### config.mk
export PLATFORM = sky130hd
export DESIGN_NAME = mac_tx_arb
export DESIGN_NICKNAME = d
export VERILOG_FILES = /design/src/rtl/mac_tx_arb.sv
export SDC_FILE = /design/constraint.sdc
export NUM_CORES = 1
export LEC_CHECK = 0
export ABC_CLOCK_PERIOD_IN_PS = 2300
export CAP_MARGIN = 15
export CELL_PAD_IN_SITES_DETAIL_PLACEMENT = 1
export CELL_PAD_IN_SITES_GLOBAL_PLACEMENT = 2
export CORE_ASPECT_RATIO = 0.8
export CORE_MARGIN = 5
export CORE_UTILIZATION = 23
export DETAILED_ROUTE_END_ITERATION = 6
export PLACE_DENSITY_LB_ADDON = 0.1
export SYNTH_ARGS = -nofsm -noshare
export SYNTH_HDL_FRONTEND = slang
export SYNTH_SLANG_ARGS = --single-unit
### constraint.sdc
create_clock -name i_clk -period 2.3 [get_ports i_clk]
set_input_delay 0.575 -clock i_clk [delete_from_list [all_inputs] [get_ports i_clk]]
set_output_delay 0.575 -clock i_clk [all_outputs]
set_load 0.01 [all_outputs]
### src/rtl/mac_tx_arb.sv
// Round-robin frame arbiter in front of the shared RMII transmit serializer.
// Grants one source per frame, streams and zero-pads its payload, then holds off for the IFG.

module mac_tx_arb_lane #(
    parameter int MIN_LEN = 46,
    parameter int MAX_LEN = 1500
) (
    input  logic [10:0] len,
    output logic        bad,
    output logic [10:0] plen
);
    assign bad  = (len == 11'd0) || (len > 11'(MAX_LEN));
    assign plen = (len < 11'(MIN_LEN)) ? 11'(MIN_LEN) : len;
endmodule

module mac_tx_arb #(
    parameter int N_REQ   = 2,
    parameter int MIN_LEN = 46,
    parameter int MAX_LEN = 1500,
    parameter int IFG_CYC = 48
) (
    input  logic               i_clk,
    input  logic               i_rst,
    input  logic [N_REQ-1:0]    i_req,
    input  logic [N_REQ*11-1:0] i_len,
    input  logic [N_REQ*16-1:0] i_etype,
    input  logic [N_REQ*8-1:0]  i_data,
    output logic [N_REQ-1:0]    o_gnt,
    output logic [N_REQ-1:0]    o_rd,
    output logic [N_REQ-1:0]    o_err,
    output logic               o_tx_start,
    output logic [10:0]        o_tx_len,
    output logic [15:0]        o_tx_etype,
    output logic [7:0]         o_tx_data,
    input  logic               i_tx_rd,
    input  logic               i_tx_done,
    output logic               o_busy
);
    localparam int IW = (N_REQ > 1) ? $clog2(N_REQ) : 1;
    localparam int FW = $clog2(IFG_CYC + 1);
    localparam logic [N_REQ-1:0] ONE = N_REQ'(1);

    typedef enum logic [2:0] {IDLE, PAYLOAD, PAD, WAIT_DONE, IFG} state_t;

    state_t                   state;
    logic [IW-1:0]            last;
    logic [IW-1:0]            gidx;
    logic [IW-1:0]            win;
    logic                     win_vld;
    logic [10:0]              cnt;
    logic [10:0]              len_r;
    logic [FW-1:0]            ifg_cnt;
    logic [N_REQ-1:0]         lane_bad;
    logic [N_REQ-1:0][10:0]   lane_plen;

    for (genvar g = 0; g < N_REQ; g++) begin : g_lane
        mac_tx_arb_lane #(
            .MIN_LEN(MIN_LEN),
            .MAX_LEN(MAX_LEN)
        ) u_lane (
            .len  (i_len[g*11 +: 11]),
            .bad  (lane_bad[g]),
            .plen (lane_plen[g])
        );
    end

    // Scan from farthest to nearest after 'last' so the nearest requester is the final assignment.
    always_comb begin
        win     = '0;
        win_vld = 1'b0;
        for (int k = N_REQ; k >= 1; k--) begin
            if (i_req[(int'(last) + k) % N_REQ]) begin
                win     = IW'((int'(last) + k) % N_REQ);
                win_vld = 1'b1;
            end
        end
    end

    assign o_busy    = (state != IDLE);
    assign o_rd      = (state == PAYLOAD && i_tx_rd) ? o_gnt : '0;
    assign o_tx_data = (state == PAYLOAD) ? i_data[gidx*8 +: 8] : 8'h00;

    always_ff @(posedge i_clk) begin
        if (i_rst) begin
            state      <= IDLE;
            last       <= IW'(N_REQ - 1);
            gidx       <= '0;
            cnt        <= '0;
            len_r      <= '0;
            ifg_cnt    <= '0;
            o_gnt      <= '0;
            o_err      <= '0;
            o_tx_start <= 1'b0;
            o_tx_len   <= '0;
            o_tx_etype <= '0;
        end else begin
            o_tx_start <= 1'b0;
            o_err      <= '0;
            case (state)
                IDLE: begin
                    if (win_vld) begin
                        last <= win;
                        if (lane_bad[win]) begin
                            o_err <= ONE << win;
                        end else begin
                            o_gnt      <= ONE << win;
                            gidx       <= win;
                            o_tx_start <= 1'b1;
                            o_tx_len   <= lane_plen[win];
                            o_tx_etype <= i_etype[win*16 +: 16];
                            len_r      <= i_len[win*11 +: 11];
                            cnt        <= '0;
                            state      <= PAYLOAD;
                        end
                    end
                end
                PAYLOAD: begin
                    // A done pulse here means the serializer aborted the frame.
                    if (i_tx_done) begin
                        ifg_cnt <= '0;
                        state   <= IFG;
                    end else if (i_tx_rd) begin
                        cnt <= cnt + 11'd1;
                        if (cnt == len_r - 11'd1)
                            state <= (len_r < 11'(MIN_LEN)) ? PAD : WAIT_DONE;
                    end
                end
                PAD: begin
                    if (i_tx_done) begin
                        ifg_cnt <= '0;
                        state   <= IFG;
                    end else if (i_tx_rd) begin
                        cnt <= cnt + 11'd1;
                        if (cnt == 11'(MIN_LEN - 1))
                            state <= WAIT_DONE;
                    end
                end
                WAIT_DONE: begin
                    if (i_tx_done) begin
                        ifg_cnt <= '0;
                        state   <= IFG;
                    end
                end
                IFG: begin
                    if (ifg_cnt == FW'(IFG_CYC - 1)) begin
                        o_gnt <= '0;
                        state <= IDLE;
                    end else begin
                        ifg_cnt <= ifg_cnt + 1'b1;
                    end
                end
                default: state <= IDLE;
            endcase
        end
    end
endmodule

==> reports/metrics.json, run 1 <==
{
  "status": {
    "outcome": "finished, final reports clean"
  },
  "sta": {
    "final.min_clock_period_ps": 2259,
    "worst_pin_slew_ps": 705.9,
    "finalCritPeriodShare_pct": 98.23,
    "final-setup-viol-count": 0,
    "finClkSkew_ps": 10.68,
    "hold_viol_final": 0,
    "final_critical_path_setup_slack_ps": 40.80,
    "timing.max_slew.rel_slack_pct": 52.94,
    "maxSlewViolCount": 0,
    "timing.fmax_mhz": 442.6,
    "grt_setup_unrepaired": "yes"
  },
  "power_and_ir_drop": {
    "p_int_mw": 3.711,
    "leakagePower_nw": 2.401,
    "swShare_pct": 36.95,
    "combPwrFrac_pct": 50.3,
    "p_sw_mw": 2.175,
    "clockPowerShare_pct": 23.6,
    "power-per-cell-area_nw_per_um2": 967.1,
    "total_power_mw": 5.886,
    "seqPwrFrac_pct": 26.0,
    "irDropWorstVdd_mv": 0.3841
  },
  "clock_tree": {
    "clock_sink_count": 65,
    "htree_num_levels": 3,
    "cts_hold_repair.buffers": 0,
    "cts.reportedPaths.clkPinSlew_ps": 60,
    "clk-insertion-delay-late_ps": 350,
    "tritoncts.num_buffers": 9,
    "tritoncts": "built",
    "clock-root-buffer": "sky130_fd_sc_hd__clkbuf_16",
    "cts.path.max_buffers": 2
  },
  "synthesis": {
    "syn-num-nets": 547,
    "ys_seq_area_share_pct": 35.23,
    "avgSynthCellArea_um2": 7.909,
    "post_synth_num_cell_types": 59,
    "ys.flop_type": "sky130_fd_sc_hd__dfxtp_1",
    "synth-async-reset-ratio_pct": 0,
    "yosys_warnings": 0,
    "synth_enable_flop_cells": 0,
    "synth_cells": 467,
    "syn-cell-area_um2": 3694,
    "ys_seq_elements": 65
  },
  "placement": {
    "placed_area_um2": 5517,
    "routabilityCongestion": 0.7798,
    "post-place-ws_ps": -860.7,
    "numPortBuffers": 118,
    "dp_wirelength_mm": 11.14,
    "place.detailed.instances": 836
  },
  "global_routing": {
    "globalRouteOverflowTotal": 0,
    "gr-max-usage-layer": "met2",
    "grt_pass1_wl_mm": 23.46,
    "grt_antenna_before_repair": 1,
    "first_global_vias": 4358,
    "grt_start_max_net_pins": 34,
    "globalRouteTotalUtil_pct": 16.06,
    "met2_usage_pct": 25.55,
    "grt_use_met1_pct": 21.11,
    "groute.layer.met3.usage_pct": 5.863
  },
  "worst_setup_path": {
    "path_depth_of_the_worst_reg2reg_path": 7,
    "worst-path-max-fanout": 6,
    "rr_startpoint": "len_r[0]$_SDFFE_PP0P_",
    "crit_path_start_kind": "input pin",
    "crit_type": "in2reg",
    "cp-end-kind": "flip-flop",
    "worst_setup_path_startpoint": "i_len[15]",
    "required_ps": 2580,
    "timing.critical_path.arrival_ps": 2530
  },
  "detailed_routing": {
    "drt-wirelength-per-cell_um": 17.11,
    "drc_errors": 0,
    "dr_total_vias": 4055,
    "initialDrtViolationCount": 140,
    "route.antenna.remaining_nets": 0,
    "drt_wl_total_mm": 14.82,
    "firstDrtPassIters": 4,
    "viasPerCell": 4.682
  },
  "worst_hold_path": {
    "worstHoldPathCells": 1,
    "worst_hold_path_type": "reg2reg",
    "min_from": "o_tx_len[6]$_SDFFE_PP0P_"
  },
  "cells_and_area": {
    "layout_commonest_cell": "sky130_fd_sc_hd__clkdlybuf4s50_1",
    "nets": 726,
    "most_frequent_cells_in_the_layout": "sky130_fd_sc_hd__clkdlybuf4s50_1 (81), sky130_fd_sc_hd__nand2_1 (70), sky130_fd_sc_hd__buf_4 (65)",
    "finish.utilization_pct": 38.64,
    "num_antenna_cells": 0,
    "area_growth_syn_to_layout_pct": 64.77,
    "drive_above_1_share_pct": 24.12,
    "num-fill-cells": 1909,
    "layoutNonFillerInstCount": 866,
    "final_area_um2": 6086
  },
  "die": {
    "floorplan.die.height_um": 123.3,
    "initial_utilization_pct": 23.45,
    "top_level_ports": 119,
    "dieArea_um2": 18710,
    "core_region_area_um2": 15750,
    "num_rows": 41,
    "die_width_um": 151.7
  },
  "job": {
    "cap_violations": 0
  }
}
[final timing paths]
check | end | slack (ps)
hold reg to reg | o_tx_len[6]$_SDFFE_PP0P_ | 470
setup reg to reg | state[0]$_SDFFE_PP0P_ | 130
hold / removal | o_tx_len[6]$_SDFFE_PP0P_ | 470
setup / recovery | cnt[5]$_SDFFE_PP0P_ | 40
[synth_stat cells, types with 4 or more instances]
| cell type | n | area (um2) |
|---|---|---|
| sky130_fd_sc_hd__a311oi_1 | 26 | 227.7 |
| sky130_fd_sc_hd__nor3_1 | 11 | 55.05 |
| sky130_fd_sc_hd__nand4_1 | 7 | 43.79 |
| sky130_fd_sc_hd__nor2_1 | 64 | 240.2 |
| sky130_fd_sc_hd__buf_2 | 7 | 35.03 |
| sky130_fd_sc_hd__a21oi_1 | 19 | 95.09 |
| sky130_fd_sc_hd__a31oi_1 | 10 | 62.56 |
| sky130_fd_sc_hd__dfxtp_1 | 65 | 1301 |
| sky130_fd_sc_hd__nor3b_1 | 6 | 45.04 |
| sky130_fd_sc_hd__mux2i_1 | 11 | 110.1 |
| sky130_fd_sc_hd__o31ai_1 | 5 | 37.54 |
| sky130_fd_sc_hd__inv_1 | 16 | 60.06 |
| sky130_fd_sc_hd__ha_1 | 4 | 50.05 |
| sky130_fd_sc_hd__or4_1 | 5 | 37.54 |
| sky130_fd_sc_hd__and2_1 | 4 | 25.02 |
| sky130_fd_sc_hd__xor2_1 | 8 | 70.07 |
| sky130_fd_sc_hd__or2_2 | 4 | 25.02 |
| sky130_fd_sc_hd__nand2_1 | 70 | 262.8 |
| sky130_fd_sc_hd__o21a_1 | 11 | 82.58 |
| sky130_fd_sc_hd__o32ai_1 | 4 | 35.03 |
| sky130_fd_sc_hd__or3_1 | 8 | 50.05 |
| sky130_fd_sc_hd__nand3_1 | 8 | 40.04 |
| sky130_fd_sc_hd__and3_1 | 6 | 37.54 |
| sky130_fd_sc_hd__clkbuf_1 | 18 | 67.56 |
| sky130_fd_sc_hd__o21ai_0 | 10 | 50.05 |
| sky130_fd_sc_hd__xnor2_1 | 11 | 96.34 |
[repair_timing]
action	4_1_cts	5_1_grt
cloned	2	0
setup endpoints to repair	65	55
setup buffers	12	1
hold endpoints to repair	0	0
pin swaps	21	24
resized for setup	77	49
[sequential cells by signal (all words and copies together) (netlist names)]
| register | count |
|---|---|
| cnt | 11 |
| gidx | 1 |
| ifg_cnt | 6 |
| last | 1 |
| len_r | 11 |
| o_err | 2 |
| o_gnt | 2 |
| o_tx_etype | 16 |
| o_tx_len | 11 |
| o_tx_start | 1 |
| state | 3 |
[layer usage]
metal	vias up	part of all wire [%]
li1	2046	-
met1	1926	47
met2	71	46
met3	10	5.5
met4	2	0.77
met5	-	0.047
[cell type report]
class,instances,area [um2],share of cell area [%]
Multi-Input combinational cell,358,2367,38.90
Clock buffer,10,229.0,3.762
Inverter,16,60.06,0.9868
Sequential cell,65,1305,21.44
Timing Repair Buffer,196,1787,29.36
Tap cell,215,269.0,4.420
Clock inverter,6,68.82,1.131
[metrics by stage]
step | hold slack (ps) | TNS, ps
after floorplan | 444.3 | 0
after global placement | 449.4 | -28790
after detailed placement | 457.2 | -32070
after CTS | 470.1 | -21.66
after global routing | 489.1 | -17.92
final | 466.0 | 0
[power groups by stage]
| stage | clock network, mW | logic (mW) | registers, mW |
|---|---|---|---|
| 2_1_floorplan | 0 | 1.29 | 1.61 |
| 3_3_place_gp | 0 | 2.61 | 1.54 |
| 3_5_place_dp | 0 | 2.64 | 1.55 |
| 4_1_cts | 1.44 | 2.93 | 1.53 |
| 5_1_grt | 1.49 | 3.24 | 1.57 |
| 6_report | 1.39 | 2.96 | 1.53 |
[worst max-delay path, stage by stage]
cell and delay (ps):
sky130_fd_sc_hd__clkdlybuf4s15_1 200, sky130_fd_sc_hd__a31oi_2 220, sky130_fd_sc_hd__o31ai_2 80, sky130_fd_sc_hd__a221o_1 420, sky130_fd_sc_hd__a21oi_4 260, sky130_fd_sc_hd__o21ai_4 130
sky130_fd_sc_hd__buf_6 160, sky130_fd_sc_hd__or3_1 350, sky130_fd_sc_hd__a21oi_2 150
[cell families (layout without fill, tap and decap cells)]
kind of cell	after synthesis	after routing	synth area share, %
buf+inv	44	228	5.386
mux	12	12	3.286
compound gates	110	110	22.70
fa+ha+maj	4	4	1.355
flops	65	65	35.23
simple gates	213	213	27.54
xor+xnor	19	19	4.505
(Power assumes the default switching activity.)
==> inputs of run 2 (changes only) <==
SKIP_LAST_GASP = 1   (was unset)
==> results of run 2 <==
Final layout, timing and power as in run 1 (identical DEF).
==> inputs of run 3 (changes only) <==
CELL_PAD_IN_SITES_DETAIL_PLACEMENT = unset   (was 1)
CELL_PAD_IN_SITES_GLOBAL_PLACEMENT = unset   (was 2)
CORE_UTILIZATION = 42   (was 23)
==> reports/metrics.json, run 3 (synthesis gave the netlist of run 1 again) <==
{
  "worst_setup_path": {
    "chain_of_cells_forming_the_critical_path": "dlygate4sd2_1 > a31oi_2 > o31ai_1 > a221o_1 > buf_6 > a21oi_4 > o21ai_2 > buf_6 > or3_4 > a21oi_2",
    "crit_family": "compound AO/OA/AOI/OAI gates",
    "crit_type": "in2reg",
    "crit_path_start_kind": "input pin",
    "timing.critical_path.arrival_ps": 2570,
    "cpPeakStageDelay_ps": 370,
    "path_buf_inv": 3,
    "worst-path-max-fanout": 7,
    "critPathMostFrequentCell": "sky130_fd_sc_hd__buf_6",
    "cp_slowest_cell": "sky130_fd_sc_hd__a221o_1",
    "required_ps": 2590,
    "cp-end-kind": "flip-flop"
  },
  "job": {
    "cap_violations": 0
  },
  "clock_tree": {
    "clk-insertion-delay-late_ps": 350,
    "cts.path.max_buffers": 2,
    "clock-root-buffer": "sky130_fd_sc_hd__clkbuf_8",
    "htree_num_levels": 3,
    "tritoncts": "built",
    "clock_sink_count": 65,
    "cts.reportedPaths.clkPinSlew_ps": 70,
    "tritoncts.num_buffers": 9
  },
  "die": {
    "core_region_area_um2": 8521,
    "die_width_um": 114.8,
    "num_rows": 30,
    "dieArea_um2": 10780,
    "top_level_ports": 119,
    "floorplan.die.height_um": 93.88,
    "initial_utilization_pct": 43.35
  },
  "cells_and_area": {
    "layoutNonFillerInstCount": 755,
    "area_growth_syn_to_layout_pct": 57.59,
    "most_frequent_cells_in_the_layout": "sky130_fd_sc_hd__clkdlybuf4s50_1 (82), sky130_fd_sc_hd__nand2_1 (70), sky130_fd_sc_hd__nor2_1 (62)",
    "drive_above_1_share_pct": 22.08,
    "layout_commonest_cell": "sky130_fd_sc_hd__clkdlybuf4s50_1",
    "sequential_cell_area_um2": 1309,
    "num-fill-cells": 704,
    "largest-register": "o_tx_etype",
    "total_area_of_multi_input_combinational_cells_um2": 2374,
    "nets": 718,
    "num_antenna_cells": 0,
    "largest_reg_flops": 16
  },
  "detailed_routing": {
    "viasPerCell": 5.517,
    "drt-wirelength-per-cell_um": 16.20,
    "dr_total_vias": 4165,
    "route.antenna.remaining_nets": 0,
    "drt_wl_total_mm": 12.23,
    "initialDrtViolationCount": 252,
    "drc_errors": 0,
    "firstDrtPassIters": 4
  },
  "global_routing": {
    "globalRouteTotalUtil_pct": 22.56,
    "grt_antenna_before_repair": 0,
    "globalRouteOverflowTotal": 0,
    "grt_start_max_net_pins": 32,
    "grt_pass1_wl_mm": 19.69,
    "first_global_vias": 4162
  },
  "power_and_ir_drop": {
    "irDropWorstVdd_mv": 0.4391,
    "total_power_mw": 5.379,
    "leakagePower_nw": 2.335,
    "power-per-cell-area_nw_per_um2": 924.1
  },
  "sta": {
    "maxSlewViolCount": 0,
    "timing.fmax_mhz": 437.6,
    "hold_viol_final": 0,
    "fin_hold_ws_ps": 471.0,
    "final-setup-viol-count": 0,
    "grt_setup_unrepaired": "yes",
    "timing.max_slew.rel_slack_pct": 64.07,
    "finClkSkew_ps": 6.132,
    "final.min_clock_period_ps": 2285,
    "finalCritPeriodShare_pct": 99.35,
    "worst_pin_slew_ps": 538.9
  },
  "placement": {
    "numPortBuffers": 118,
    "routabilityCongestion": 0.9215,
    "dp_wirelength_mm": 8.742,
    "place.detailed.instances": 728
  },
  "status": {
    "outcome": "finished, final reports clean"
  },
  "worst_hold_path": {
    "worst_hold_path_type": "reg2reg"
  }
}
==> run 3: cell types whose count changed in the layout (fill, tap and decap cells not counted), sizes merged <==
cell,delta
clkinv,-1
buf,-10
inv,+2
clkbuf,-5
clkdlybuf4s15,-1
bufbuf,-1
dlygate4sd2,+6
clkdlybuf4s50,+1
dlymetal6s2s,+1
==> run 3: worst paths after layout <==
path / startpoint / end / slack (ps) / depth (start not counted)
setup / recovery: i_len[14] / cnt[5]$_SDFFE_PP0P_ / 10 / 10
hold / removal: o_tx_len[9]$_SDFFE_PP0P_ / o_tx_len[9]$_SDFFE_PP0P_ / 470 / 1
setup reg to reg: len_r[0]$_SDFFE_PP0P_ / state[1]$_SDFFE_PP0P_ / 70 / 7
hold reg to reg: o_tx_len[9]$_SDFFE_PP0P_ / o_tx_len[9]$_SDFFE_PP0P_ / 470 / 1
==> run 3: power by group <==
group          total [mW]  leakage, nW  internal, mW  switching (mW)
registers            1.55        0.535          1.37           0.181
clock network        1.00        0.100         0.509           0.491
logic                2.83         1.70          1.45            1.38
==> run 3: per-layer routing <==
metal | up-vias | global-route usage [%] | wire length (um) | part of all wire, %
li1 | 2031 | - | - | -
met5 | - | 0 | 0 | 0
met3 | 21 | 7.663 | 879 | 7.2
met4 | 0 | 4.790 | 159 | 1.3
met1 | 1967 | 27.91 | 5287 | 43
met2 | 146 | 38.01 | 5901 | 48
==> run 3: layout make-up <==
class | instances | share of cell area (%)
inverter | 16 | 1.032
multi-input combinational | 358 | 40.78
timing repair buffer | 188 | 29.84
tap | 112 | 2.408
clock inverter | 7 | 1.333
clock buffer | 9 | 2.128
sequential | 65 | 22.49
==> run 3: per-stage QoR <==
step           setup TNS (ps)  area, um2  util, %  worst slack, ps
2_1_floorplan               0       3694        -            1.456
3_3_place_gp           -27910       5363    62.94           -582.1
3_5_place_dp           -30120       5363    62.94           -699.1
4_1_cts                -54.59       5733    67.28           -50.10
5_1_grt                -126.2       5821    68.31           -26.56
6_report                    0       5821    68.31            15.00
==> run 3: timing repair <==
| action | in CTS | in global routing |
|---|---|---|
| setup endpoints to repair | 64 | 52 |
| hold endpoints to repair | 0 | 0 |
| buffers inserted | 6 | 4 |
| hold buffers | 0 | 0 |
| resized for setup | 61 | 48 |
| cloned | 2 | 0 |
| pin swaps | 20 | 24 |
